**src/rtl/morse_pkg.sv**
```systemverilog
// Shared types and constants for the Morse message scheduler.
// Letter codes, FSM state encoding and the pattern/length table entry.
package morse_pkg;

  localparam int unsigned LTR_W = 3;
  localparam int unsigned PAT_W = 4;
  localparam int unsigned LEN_W = 3;

  localparam logic [LTR_W-1:0] LTR_A = 3'd0;
  localparam logic [LTR_W-1:0] LTR_B = 3'd1;
  localparam logic [LTR_W-1:0] LTR_C = 3'd2;
  localparam logic [LTR_W-1:0] LTR_D = 3'd3;
  localparam logic [LTR_W-1:0] LTR_E = 3'd4;
  localparam logic [LTR_W-1:0] LTR_F = 3'd5;
  localparam logic [LTR_W-1:0] LTR_G = 3'd6;
  localparam logic [LTR_W-1:0] LTR_H = 3'd7;

  typedef enum logic [2:0] {
    IDLE = 3'd0,
    LOAD = 3'd1,
    ON   = 3'd2,
    GAP  = 3'd3,
    LGAP = 3'd4,
    DONE = 3'd5
  } state_t;

  // Pattern is MSB-first, 1 = dash; only the top len bits are meaningful.
  typedef struct packed {
    logic [PAT_W-1:0] pattern;
    logic [LEN_W-1:0] len;
  } morse_code_t;

endpackage

```
**src/rtl/morse_rom.sv**
```systemverilog
// Combinational letter-to-Morse lookup for letters A..H.
module morse_rom
  import morse_pkg::*;
(
  input  logic [2:0] letter,
  output logic [3:0] pattern,
  output logic [2:0] len
);

  morse_code_t code;

  always_comb begin
    code = '0;
    case (letter)
      LTR_A:   code = '{pattern: 4'b0100, len: 3'd2};
      LTR_B:   code = '{pattern: 4'b1000, len: 3'd4};
      LTR_C:   code = '{pattern: 4'b1010, len: 3'd4};
      LTR_D:   code = '{pattern: 4'b1000, len: 3'd3};
      LTR_E:   code = '{pattern: 4'b0000, len: 3'd1};
      LTR_F:   code = '{pattern: 4'b0010, len: 3'd4};
      LTR_G:   code = '{pattern: 4'b1100, len: 3'd3};
      LTR_H:   code = '{pattern: 4'b0000, len: 3'd4};
      default: code = '0;
    endcase
  end

  assign pattern = code.pattern;
  assign len     = code.len;

endmodule

```
**src/rtl/morse_msg_scheduler.sv**
```systemverilog
// Queues letters A..H and plays them back as Morse on an LED.
// One prescaler tick is TICK_DIV clocks; every interval restarts the prescaler.
module morse_msg_scheduler
  import morse_pkg::*;
#(
  parameter int unsigned TICK_DIV = 25000000,
  parameter int unsigned DEPTH    = 8
) (
  input  logic                   CLOCK_50,
  input  logic                   reset,
  input  logic                   push,
  input  logic [2:0]             letter,
  input  logic                   start,
  input  logic                   abort,
  output logic                   full,
  output logic                   empty,
  output logic [$clog2(DEPTH):0] count,
  output logic                   busy,
  output logic                   led,
  output logic                   done,
  output logic [2:0]             cur_letter
);

  localparam int unsigned AW = (DEPTH > 1) ? $clog2(DEPTH) : 1;
  localparam int unsigned CW = $clog2(DEPTH) + 1;
  localparam int unsigned PW = (TICK_DIV > 1) ? $clog2(TICK_DIV) : 1;

  state_t state, state_nxt;

  logic [2:0]    queue_mem [DEPTH];
  logic [AW-1:0] wr_ptr, rd_ptr;
  logic [CW-1:0] cnt_nxt;
  logic          push_ok, pop;

  logic [PW-1:0] presc;
  logic [1:0]    ticks, ticks_need;
  logic          tick_end, interval_end;

  logic [3:0]    shreg;
  logic [2:0]    elems;
  logic [2:0]    head_ltr;
  logic [3:0]    rom_pattern;
  logic [2:0]    rom_len;

  function automatic logic [AW-1:0] ptr_inc(input logic [AW-1:0] p);
    return (p == AW'(DEPTH - 1)) ? '0 : p + AW'(1);
  endfunction

  assign head_ltr = queue_mem[rd_ptr];
  assign push_ok  = push && !abort && (count != CW'(DEPTH));
  assign pop      = (state == LOAD) && !abort;

  morse_rom u_rom (
    .letter  (head_ltr),
    .pattern (rom_pattern),
    .len     (rom_len)
  );

  // Letter storage; contents need no reset since pointers gate all reads.
  always_ff @(posedge CLOCK_50) begin
    if (push_ok) queue_mem[wr_ptr] <= letter;
  end

  always_ff @(posedge CLOCK_50 or posedge reset) begin
    if (reset) begin
      wr_ptr <= '0;
      rd_ptr <= '0;
    end else if (abort) begin
      wr_ptr <= '0;
      rd_ptr <= '0;
    end else begin
      if (push_ok) wr_ptr <= ptr_inc(wr_ptr);
      if (pop)     rd_ptr <= ptr_inc(rd_ptr);
    end
  end

  always_comb begin
    cnt_nxt = count;
    if (abort)                cnt_nxt = '0;
    else if (push_ok && !pop) cnt_nxt = count + CW'(1);
    else if (!push_ok && pop) cnt_nxt = count - CW'(1);
  end

  // Interval length in ticks minus one: dash and inter-letter gap are 3, the rest 1.
  always_comb begin
    ticks_need = 2'd0;
    if ((state == ON && shreg[3]) || state == LGAP) ticks_need = 2'd2;
  end

  assign tick_end     = (presc == PW'(TICK_DIV - 1));
  assign interval_end = tick_end && (ticks == ticks_need);

  always_ff @(posedge CLOCK_50 or posedge reset) begin
    if (reset) state <= IDLE;
    else       state <= state_nxt;
  end

  always_comb begin
    state_nxt = state;
    case (state)
      IDLE: if (start && count != '0) state_nxt = LOAD;
      LOAD: state_nxt = ON;
      ON: begin
        if (interval_end) begin
          if (elems > 3'd1)         state_nxt = GAP;
          else if (count != '0)     state_nxt = LGAP;
          else                      state_nxt = DONE;
        end
      end
      GAP:  if (interval_end) state_nxt = ON;
      LGAP: if (interval_end) state_nxt = LOAD;
      DONE: state_nxt = IDLE;
      default: state_nxt = IDLE;
    endcase
    if (abort) state_nxt = IDLE;
  end

  // Prescaler restarts on every state change so each interval is whole ticks.
  always_ff @(posedge CLOCK_50 or posedge reset) begin
    if (reset) begin
      presc <= '0;
      ticks <= '0;
    end else if (state_nxt != state) begin
      presc <= '0;
      ticks <= '0;
    end else if (state inside {ON, GAP, LGAP}) begin
      if (tick_end) begin
        presc <= '0;
        ticks <= ticks + 2'd1;
      end else begin
        presc <= presc + PW'(1);
      end
    end
  end

  always_ff @(posedge CLOCK_50 or posedge reset) begin
    if (reset) begin
      shreg      <= '0;
      elems      <= '0;
      cur_letter <= '0;
    end else if (state == LOAD) begin
      shreg      <= rom_pattern;
      elems      <= rom_len;
      cur_letter <= head_ltr;
    end else if (state == ON && interval_end) begin
      shreg <= {shreg[2:0], 1'b0};
      elems <= elems - 3'd1;
    end
  end

  // Status outputs registered from next-state values so they track the state exactly.
  always_ff @(posedge CLOCK_50 or posedge reset) begin
    if (reset) begin
      led   <= 1'b0;
      done  <= 1'b0;
      busy  <= 1'b0;
      full  <= 1'b0;
      empty <= 1'b1;
      count <= '0;
    end else begin
      led   <= (state_nxt == ON);
      done  <= (state_nxt == DONE);
      busy  <= (state_nxt != IDLE);
      full  <= (cnt_nxt == CW'(DEPTH));
      empty <= (cnt_nxt == '0);
      count <= cnt_nxt;
    end
  end

endmodule
```
**config.mk**
```make
export PLATFORM = sky130hd
export DESIGN_NAME = morse_msg_scheduler
export DESIGN_NICKNAME = d
export VERILOG_FILES = /design/src/rtl/morse_pkg.sv /design/src/rtl/morse_rom.sv /design/src/rtl/morse_msg_scheduler.sv
export SDC_FILE = /design/constraint.sdc
export NUM_CORES = 1
export LEC_CHECK = 0
export BUFFER_PORTS_ARGS = -buffer_cell sky130_fd_sc_hd__clkbuf_2
export CORE_AREA = 2 2 133 135
export CTS_CLUSTER_SIZE = 16
export DETAILED_ROUTE_END_ITERATION = 8
export DIE_AREA = 0 0 135 137
export PLACE_DENSITY = 0.42
export SLEW_MARGIN = 20
export SYNTH_ARGS = -nofsm -noshare
export SYNTH_HDL_FRONTEND = slang
export SYNTH_SLANG_ARGS = --single-unit
```
**constraint.sdc**
```tcl
create_clock -name CLOCK_50 -period 3.14 [get_ports CLOCK_50]
set_input_delay 0.628 -clock CLOCK_50 [delete_from_list [all_inputs] [get_ports CLOCK_50]]
set_output_delay 0.628 -clock CLOCK_50 [all_outputs]
set_load 0.02 [all_outputs]
```
==> metrics.csv, run 1 <==
metric;value;unit
mean area per synthesized cell;10.2;µm²
fmax;0.404;GHz
IO buf count;19;
Seq cells post-synth;78;
CTS tree;built;
GR Util met1;0.154;
M3 GR Usage;0.0233;
Clk pin slew, worst setup/hold paths;0.06;ns
post-synth cell types;59;
CP Class;register to register;
Core Rows;48;
worst-margin pin slew;0.824;ns
vias in the first global route;3134;
RSZ-0062 raised after global routing;false;
FFs w/ async S/R, synth;0.692;
Yosys top cell area share;0.315;
H-tree depth;3;
Syn. warnings;0;
GRT Total Usage;0.114;
Ports;20;
Pwr Density;618;mW/mm²
clk root buf;clkbuf_16;
Final Slew Violations;0;
Worst Path Arrival;2.74;ns
initial antenna violation count;0;
GRT overflow;0;
Place WS;0.659;ns
commonest non-fill, non-tap cell in the layout;dfrtp_1;
hold slack;0.260;ns
LEAKAGE;1.91;nW
DP HPWL;6920;µm
Initial Utilization;0.247;
worst-case clock skew;0.00779;ns
cts bufs inserted;9;
initial drt markers;243;
post-cts repair resize count;0;
Residual DRC;0;
CTS hold repair buffers;0;
GRT busiest layer;met2;
post-CTS setup buffers;0;
fin crit period;2.47;ns
drt first pass iters;4;
average wire per cell in the routed design;14.7;µm
ANT cells;0;
final worst setup slack;0.665;ns
Gate Count Post-Synth;412;
number of clock sinks;78;
cell taking the most area after synthesis;dfrtp_1;
layout cells sized above 1;0.151;
VDD IR-drop max;0.292;mV
Die Ht;137;µm
Max-slew headroom;0.447;
# setup viols final;0;
status;completed;
Critical Path Start Type;register;
Post-synth EDFFs;24;
Hold Path Class;input port to asynchronous set/reset pin;
final hold viol count;0;
M2 GR Usage;0.180;
WL final;9740;µm
Chip Width;135;µm
Via density;4.74;
GPL Wtd Cong;0.750;
most frequent cells in the layout;53 x dfrtp_1, 46 x nor2_1, 34 x a21oi_1;
Worst EP required;3.41;ns
Post-Syn Area;0.00421;mm²
first-pass GRT wire length;16500;µm
Area growth syn-to-layout;16.5;%
clock latency on the worst-skew pair;0.34;ns
Crit Path Max Fanout;14;
Final ANT Viol Nets;0;
ys flop type;dfrtp_1;
core area;0.0171;mm²
max_cap viols;0;
die area;0.0185;mm²
Final #Nets;452;
Synth area leaders;dfrtp_1 31%, edfxtp_1 17%, nor2_1 4.1%;
largest net degree at the start of global routing;27;
setup_tns;0;ns
sequential share of the synthesized area;0.492;
Final Cycle Share;0.788;
Critical Path Sink Type;register;
Synth Net Count;433;
routed via count;3131;
clock buffer depth;2;
[logic make-up (layout without fill, tap and decap cells)]
| logic type | after synthesis | after routing | share of synthesized area |
|---|---|---|---|
| AND/OR/NAND/NOR | 172 | 172 | 0.227 |
| AO/OA/AOI/OAI | 85 | 85 | 0.123 |
| flip-flops | 78 | 78 | 0.492 |
| buffers and inverters | 34 | 58 | 0.0339 |
| multiplexers | 16 | 16 | 0.0562 |
| XOR/XNOR | 14 | 14 | 0.0291 |
| adder cells (fa/ha/maj) | 13 | 13 | 0.0386 |
[flip-flops by register name, indices dropped and copies added, names as in the netlist]
register,cells
count,4
shreg,3
queue_mem,24
ticks,2
empty,1
rd_ptr,3
done,1
state,3
cur_letter,3
presc,25
led,1
busy,1
wr_ptr,3
elems,3
full,1
[cells in the mapped netlist (2+ instances only)]
cell type / n
a31oi_1: 6
and2_1: 3
buf_2: 9
or3_1: 8
nand4_2: 2
dfrtp_1: 53
and3_1: 8
o21ai_0: 22
o21ai_1: 5
or3b_1: 2
xor2_1: 7
nand2_1: 30
clkbuf_1: 12
or4_1: 3
buf_1: 2
mux4_2: 6
nor4_1: 8
nor4b_2: 4
nor3_1: 7
nor2b_1: 2
nand3b_1: 4
nand4_1: 6
nand4b_1: 3
and4_1: 3
a21oi_1: 34
o31a_1: 2
nor2_1: 46
xnor2_1: 7
inv_1: 10
a311oi_1: 2
edfxtp_1: 24
nand3_1: 11
ha_1: 13
nor3b_1: 5
mux2i_1: 9
nand2b_1: 11
[layer usage]
metal | wire length, µm | vias to the layer above | part of all wire
met5 | 0 | - | 0
met4 | 144 | 0 | 0.015
met3 | 273 | 10 | 0.028
met2 | 4560 | 40 | 0.47
met1 | 4760 | 1530 | 0.49
li1 | - | 1551 | -
[worst max-delay path, cell delays in order, from the launching register on]
cell,delay [ns]
dfrtp_1,0.59
nor3b_1,0.40
or2_2,0.38
o21ai_1,0.37
or4_1,0.51
a21oi_1,0.15
[final cells by class]
type | count | area, µm²
Tap cell | 225 | 282
Fill cell | 1813 | 12200
Inverter | 10 | 37.5
Clock buffer | 9 | 225
Sequential cell | 78 | 2070
Timing Repair Buffer | 32 | 193
Clock inverter | 7 | 98.8
Multi-Input combinational cell | 300 | 2000
[path summary, 6_finish.rpt]
kind / to / cells past startpoint / slack, ns / startpoint
worst max-delay path: presc[14] / 5 / 0.67 / state[2]
worst min-delay path: presc[18] / 2 / 0.26 / reset
worst max register to register: presc[14] / 5 / 0.67 / state[2]
worst min register to register: cur_letter[2] / 2 / 0.48 / cur_letter[2]
max in group asynchronous: empty / 3 / 2.13 / reset
min in group CLOCK_50: cur_letter[2] / 2 / 0.48 / cur_letter[2]
[report_power, final]
part / leakage (nW) / switching (mW) / internal (mW)
clock: 0.152 / 0.434 / 0.698
sequential: 0.944 / 0.107 / 1.16
combinational: 0.817 / 0.389 / 0.248
total: 1.91 / 0.929 / 2.10
[through the flow]
stage          cells  instance area (µm²)  power, mW  utilization
5_1_grt          661                 4900       3.22        0.288
6_report         661                 4900       3.03        0.288
4_1_cts          661                 4900       3.09        0.288
3_5_place_dp     645                 4580       1.94        0.269
3_3_place_gp     645                 4580       1.93        0.269
2_1_floorplan    412                 4210       1.72            -
Note: power is estimated with default switching activity, not from simulation.
==> run 2: changes to the inputs <==
clock period = 2.5 ns   (was 3.14 ns; I/O delays follow)
==> metrics.csv, run 2 (same netlist as run 1, synthesis figures left out) <==
metric;value;unit;change
# setup viols final;0;;unchanged
clock buffer depth;2;;unchanged
largest net degree at the start of global routing;55;;+100%
Hold Path Class;input port to asynchronous set/reset pin;;
commonest non-fill, non-tap cell in the layout;dfrtp_1;;
GPL Wtd Cong;0.755;;+0.67%
Critical Path Start Type;register;;
Place WS;0.205;ns;-0.455 ns
fin crit period;2.29;ns;-0.187 ns
Core Rows;48;;unchanged
Ports;20;;unchanged
post-CTS setup buffers;0;;unchanged
IO buf count;19;;unchanged
Pwr Density;766;mW/mm²;+24%
worst-case clock skew;0.00637;ns;-0.00142 ns
Regs by FF count;presc x25, queue_mem x24, count x4;;
reg2reg path depth;7;;+2
Final #Nets;469;;+3.8%
worst-margin pin slew;0.473;ns;-0.351 ns
initial antenna violation count;0;;unchanged
Chip Width;135;µm;unchanged
ANT cells;0;;unchanged
max_cap viols;0;;unchanged
H-tree depth;3;;unchanged
Final ANT Viol Nets;0;;unchanged
GRT overflow;0;;unchanged
max FFs per register;25;;unchanged
routed via count;3220;;+2.8%
final hold viol count;0;;unchanged
Critical Path Sink Type;register;;
Final Slew Violations;0;;unchanged
clock latency on the worst-skew pair;0.34;ns;about the same
WL final;9990;µm;+2.6%
layout cells sized above 1;0.181;;+0.0296
DP HPWL;7150;µm;+3.3%
GRT Total Usage;0.115;;+0.00132
CTS hold repair buffers;0;;unchanged
drt first pass iters;5;;+1
hold slack;0.187;ns;-0.0730 ns
Max-slew headroom;0.683;;+0.237
Die Ht;137;µm;unchanged
post-cts repair resize count;0;;unchanged
Placement Cell Area;0.00473;mm²;+3.3%
average wire per cell in the routed design;14.7;µm;about the same
Top reg by flops;presc;;
LEAKAGE;2.01;nW;+4.9%
final worst setup slack;0.212;ns;-0.453 ns
Clk pin slew, worst setup/hold paths;0.06;ns;about the same
fmax;0.437;GHz;+8.2%
setup_tns;0;ns;unchanged
Crit Path Max Fanout;9;;-5
clk root buf;clkbuf_16;;
status;completed;;
number of clock sinks;78;;unchanged
design area;0.00506;mm²;+3.1%
Worst EP required;2.76;ns;-0.65 ns
Via density;4.75;;+0.26%
most frequent cells in the layout;53 x dfrtp_1, 46 x nor2_1, 34 x a21oi_1;;
Worst Path Arrival;2.55;ns;-0.19 ns
VDD IR-drop max;0.345;mV;+18%
CTS tree;built;;
initial drt markers;194;;-20%
Area growth syn-to-layout;20.1;%;
core area;0.0171;mm²;unchanged
Total Power;3.87;mW;+28%
RSZ-0062 raised after global routing;false;;
Initial Utilization;0.247;;unchanged
vias in the first global route;3176;;+1.3%
die area;0.0185;mm²;unchanged
CP Class;register to register;;
first-pass GRT wire length;16700;µm;+1.2%
Residual DRC;0;;unchanged
cts bufs inserted;9;;unchanged
Final Cycle Share;0.915;;+0.127
## run 2: cell count changes in the layout (fill, tap and decap cells not counted), sizes merged
| cell | before | now |
|---|---|---|
| buf | 13 | 30 |
| clkinvlp | 2 | 1 |
| inv | 10 | 11 |
## run 2: critical path, cell delays in order, from the launching register on
cell and delay, ns:
dfrtp_1 0.48, and4_1 0.36, nand4_2 0.23, or4_1 0.58, buf_4 0.19, mux2i_1 0.15
nor2_1 0.05, a31oi_1 0.16
## run 2: power by group
group          total (mW)  internal [mW]  switching [mW]  leakage, nW
clock network        1.42          0.878           0.544        0.154
logic               0.873          0.355           0.519        0.910
registers            1.58           1.45           0.121        0.944
total                3.87           2.69            1.18         2.01
## run 2: layout make-up
type	count	area, µm²
tap	225	282
inverter	10	37.5
clock buffer	9	225
clock inverter	7	97.6
multi-input combinational	300	2000
fill	1860	12000
timing repair buffer	49	345
sequential	78	2070
## run 2: metrics by stage
stage / utilization / cells
after global placement: 0.278 / 662
final: 0.296 / 678
after floorplan: - / 412
after detailed placement: 0.278 / 662
after global routing: 0.296 / 678
after CTS: 0.296 / 678
## run 2: per-layer routing
metal,GRT usage,up-vias,wire length [µm]
met5,0,-,0
met4,0.0330,0,106
met3,0.0278,9,276
met2,0.189,32,4770
met1,0.151,1603,4830
li1,-,1576,-
## run 2: worst paths after layout
path | from | endpoint | slack, ns
max | presc[19] | elems[1] | 0.21
min | reset | presc[12] | 0.19
max reg2reg | presc[19] | elems[1] | 0.21
min reg2reg | cur_letter[2] | cur_letter[2] | 0.48
max in group asynchronous | reset | empty | 2.00
min in group CLOCK_50 | letter[1] | queue_mem[1][1] | 0.44
==> run 3: changes to the inputs <==
CORE_AREA = 2 2 100 102   (was 2 2 133 135)
DIE_AREA = 0 0 102 104   (was 0 0 135 137)
PLACE_DENSITY = 0.64   (was 0.42)
REMOVE_ABC_BUFFERS = 1   (was not set)
==> metrics.csv, run 3 (same netlist as run 1, synthesis figures left out) <==
metric;value;unit;change
LEAKAGE;1.92;nW;-4.2%
CTS tree;built;;
Via density;5.56;;+17%
commonest non-fill, non-tap cell in the layout;dfrtp_1;;
Critical Path Sink Type;register;;
max FFs per register;25;;unchanged
Regs by FF count;presc x25, queue_mem x24, count x4;;
H-tree depth;3;;unchanged
Residual DRC;0;;unchanged
vias in the first global route;3202;;+0.82%
R2R Path End;shreg[2];;
Pwr Density;733;mW/mm²;-4.3%
Area growth syn-to-layout;13.6;%;
clock latency on the worst-skew pair;0.35;ns;about the same
drt first pass iters;4;;-1
GRT overflow;0;;unchanged
initial antenna violation count;0;;unchanged
initial drt markers;140;;-28%
RSZ-0062 raised after global routing;false;;
# setup viols final;0;;unchanged
Crit Path Max Fanout;6;;-3
R2R Setup Slk;0.14;ns;-0.07 ns
Final Slew Violations;0;;unchanged
Worst EP required;2.73;ns;-0.03 ns
largest net degree at the start of global routing;55;;unchanged
origin of the worst setup path;presc[23];;
fmax;0.423;GHz;-3.1%
clk root buf;clkbuf_8;;
Worst Path Arrival;2.59;ns;+0.04 ns
max_cap viols;0;;unchanged
Total Power;3.51;mW;-9.4%
clock buffer depth;2;;unchanged
WL final;9270;µm;-7.2%
IO buf count;19;;unchanged
CP endpoint;shreg[2];;
Top reg by flops;presc;;
DP HPWL;6260;µm;-12%
final worst setup slack;0.138;ns;-0.0735 ns
worst-margin pin slew;0.717;ns;+0.244 ns
Final ANT Viol Nets;0;;unchanged
ANT cells;0;;unchanged
Clk pin slew, worst setup/hold paths;0.09;ns;+0.03 ns
core area;0.00955;mm²;-44%
Chip Width;102;µm;-24%
Ports;20;;unchanged
layout cells sized above 1;0.174;;-0.00652
Hold Path Class;input port to asynchronous set/reset pin;;
CP Class;register to register;;
final hold viol count;0;;unchanged
reg2reg path depth;6;;-1
Initial Utilization;0.441;;+0.194
Final #Nets;463;;-1.3%
Critical Path Start Type;register;;
GPL Wtd Cong;0.802;;+6.3%
Die Ht;104;µm;-24%
worst r2r src;presc[23];;
VDD IR-drop max;0.370;mV;+7.2%
most frequent cells in the layout;51 x dfrtp_1, 46 x nor2_1, 34 x a21oi_1;;
Place WS;0.205;ns;+0.000435 ns
setup_tns;0;ns;unchanged
number of clock sinks;78;;unchanged
GRT Total Usage;0.185;;+0.0702
status;completed;;
die area;0.0106;mm²;-43%
cts bufs inserted;9;;unchanged
routed via count;3223;;+0.093%
Core Rows;36;;-25%
first-pass GRT wire length;15600;µm;-6.5%
fin crit period;2.36;ns;+0.0735 ns
Max-slew headroom;0.518;;-0.166
Final Cycle Share;0.945;;+0.0294
worst-case clock skew;0.0133;ns;+0.00698 ns
average wire per cell in the routed design;16.0;µm;+8.4%
-- run 3: cell count changes in the layout (fill, tap and decap cells not counted) --
| cell | before | now |
|---|---|---|
| buf_12 | 2 | 1 |
| clkbuf_8 | 0 | 9 |
| buf_4 | 28 | 23 |
| dfrtp_2 | 0 | 2 |
| dfrtp_1 | 53 | 51 |
| clkbuf_16 | 9 | 0 |
-- run 3: power by group --
part           switching, mW  internal [mW]  total, mW
registers              0.130           1.45       1.58
logic                  0.506          0.352      0.859
clock network          0.498          0.566       1.06
total                   1.14           2.37       3.51
-- run 3: critical path, stage by stage (launching register included) --
cell and delay, ns:
dfrtp_1 0.44, nor4b_2 0.32, nand4_2 0.22, or4_1 0.71, mux2_1 0.38, nor2_1 0.11
a31oi_1 0.05
-- run 3: per-stage QoR --
step	hold slack [ns]	instance area (µm²)	instances	util
floorplan	0.468	4110	388	-
global placement	0.468	4560	564	0.478
detailed placement	0.479	4560	564	0.478
CTS	0.352	4780	580	0.501
global route	0.405	4780	580	0.501
finish	0.304	4780	580	0.501
-- run 3: worst min-delay path by stage --
stage	end	slack, ns	start	cells past startpoint
after floorplan	shreg[1]	0.47	shreg[1]	2
after global placement	cur_letter[1]	0.47	cur_letter[1]	2
after detailed placement	cur_letter[2]	0.48	cur_letter[2]	2
after CTS	cur_letter[1]	0.35	reset	3
after global routing	wr_ptr[1]	0.41	reset	3
final	wr_ptr[1]	0.30	reset	3
-- run 3: area by class of cell --
type | instances | area, µm²
timing repair buffer | 43 | 288
inverter | 10 | 37.5
tap | 133 | 166
multi-input combinational | 300 | 2000
clock inverter | 7 | 97.6
sequential | 78 | 2080
clock buffer | 9 | 124
fill | 892 | 4760
-- run 3: per-layer routing --
layer | GRT usage | up-vias | wire length [µm]
li1 | - | 1571 | -
met1 | 0.251 | 1581 | 4250
met2 | 0.294 | 57 | 4590
met3 | 0.0323 | 14 | 273
met4 | 0.0743 | 0 | 147
met5 | 0 | - | 0
-- run 3: what timing repair did --
action                                  CTS  global route
endpoints found under the setup margin    0             1
hold buffers                              0             0
buffers inserted                          0             0
gates resized for setup                   0             2
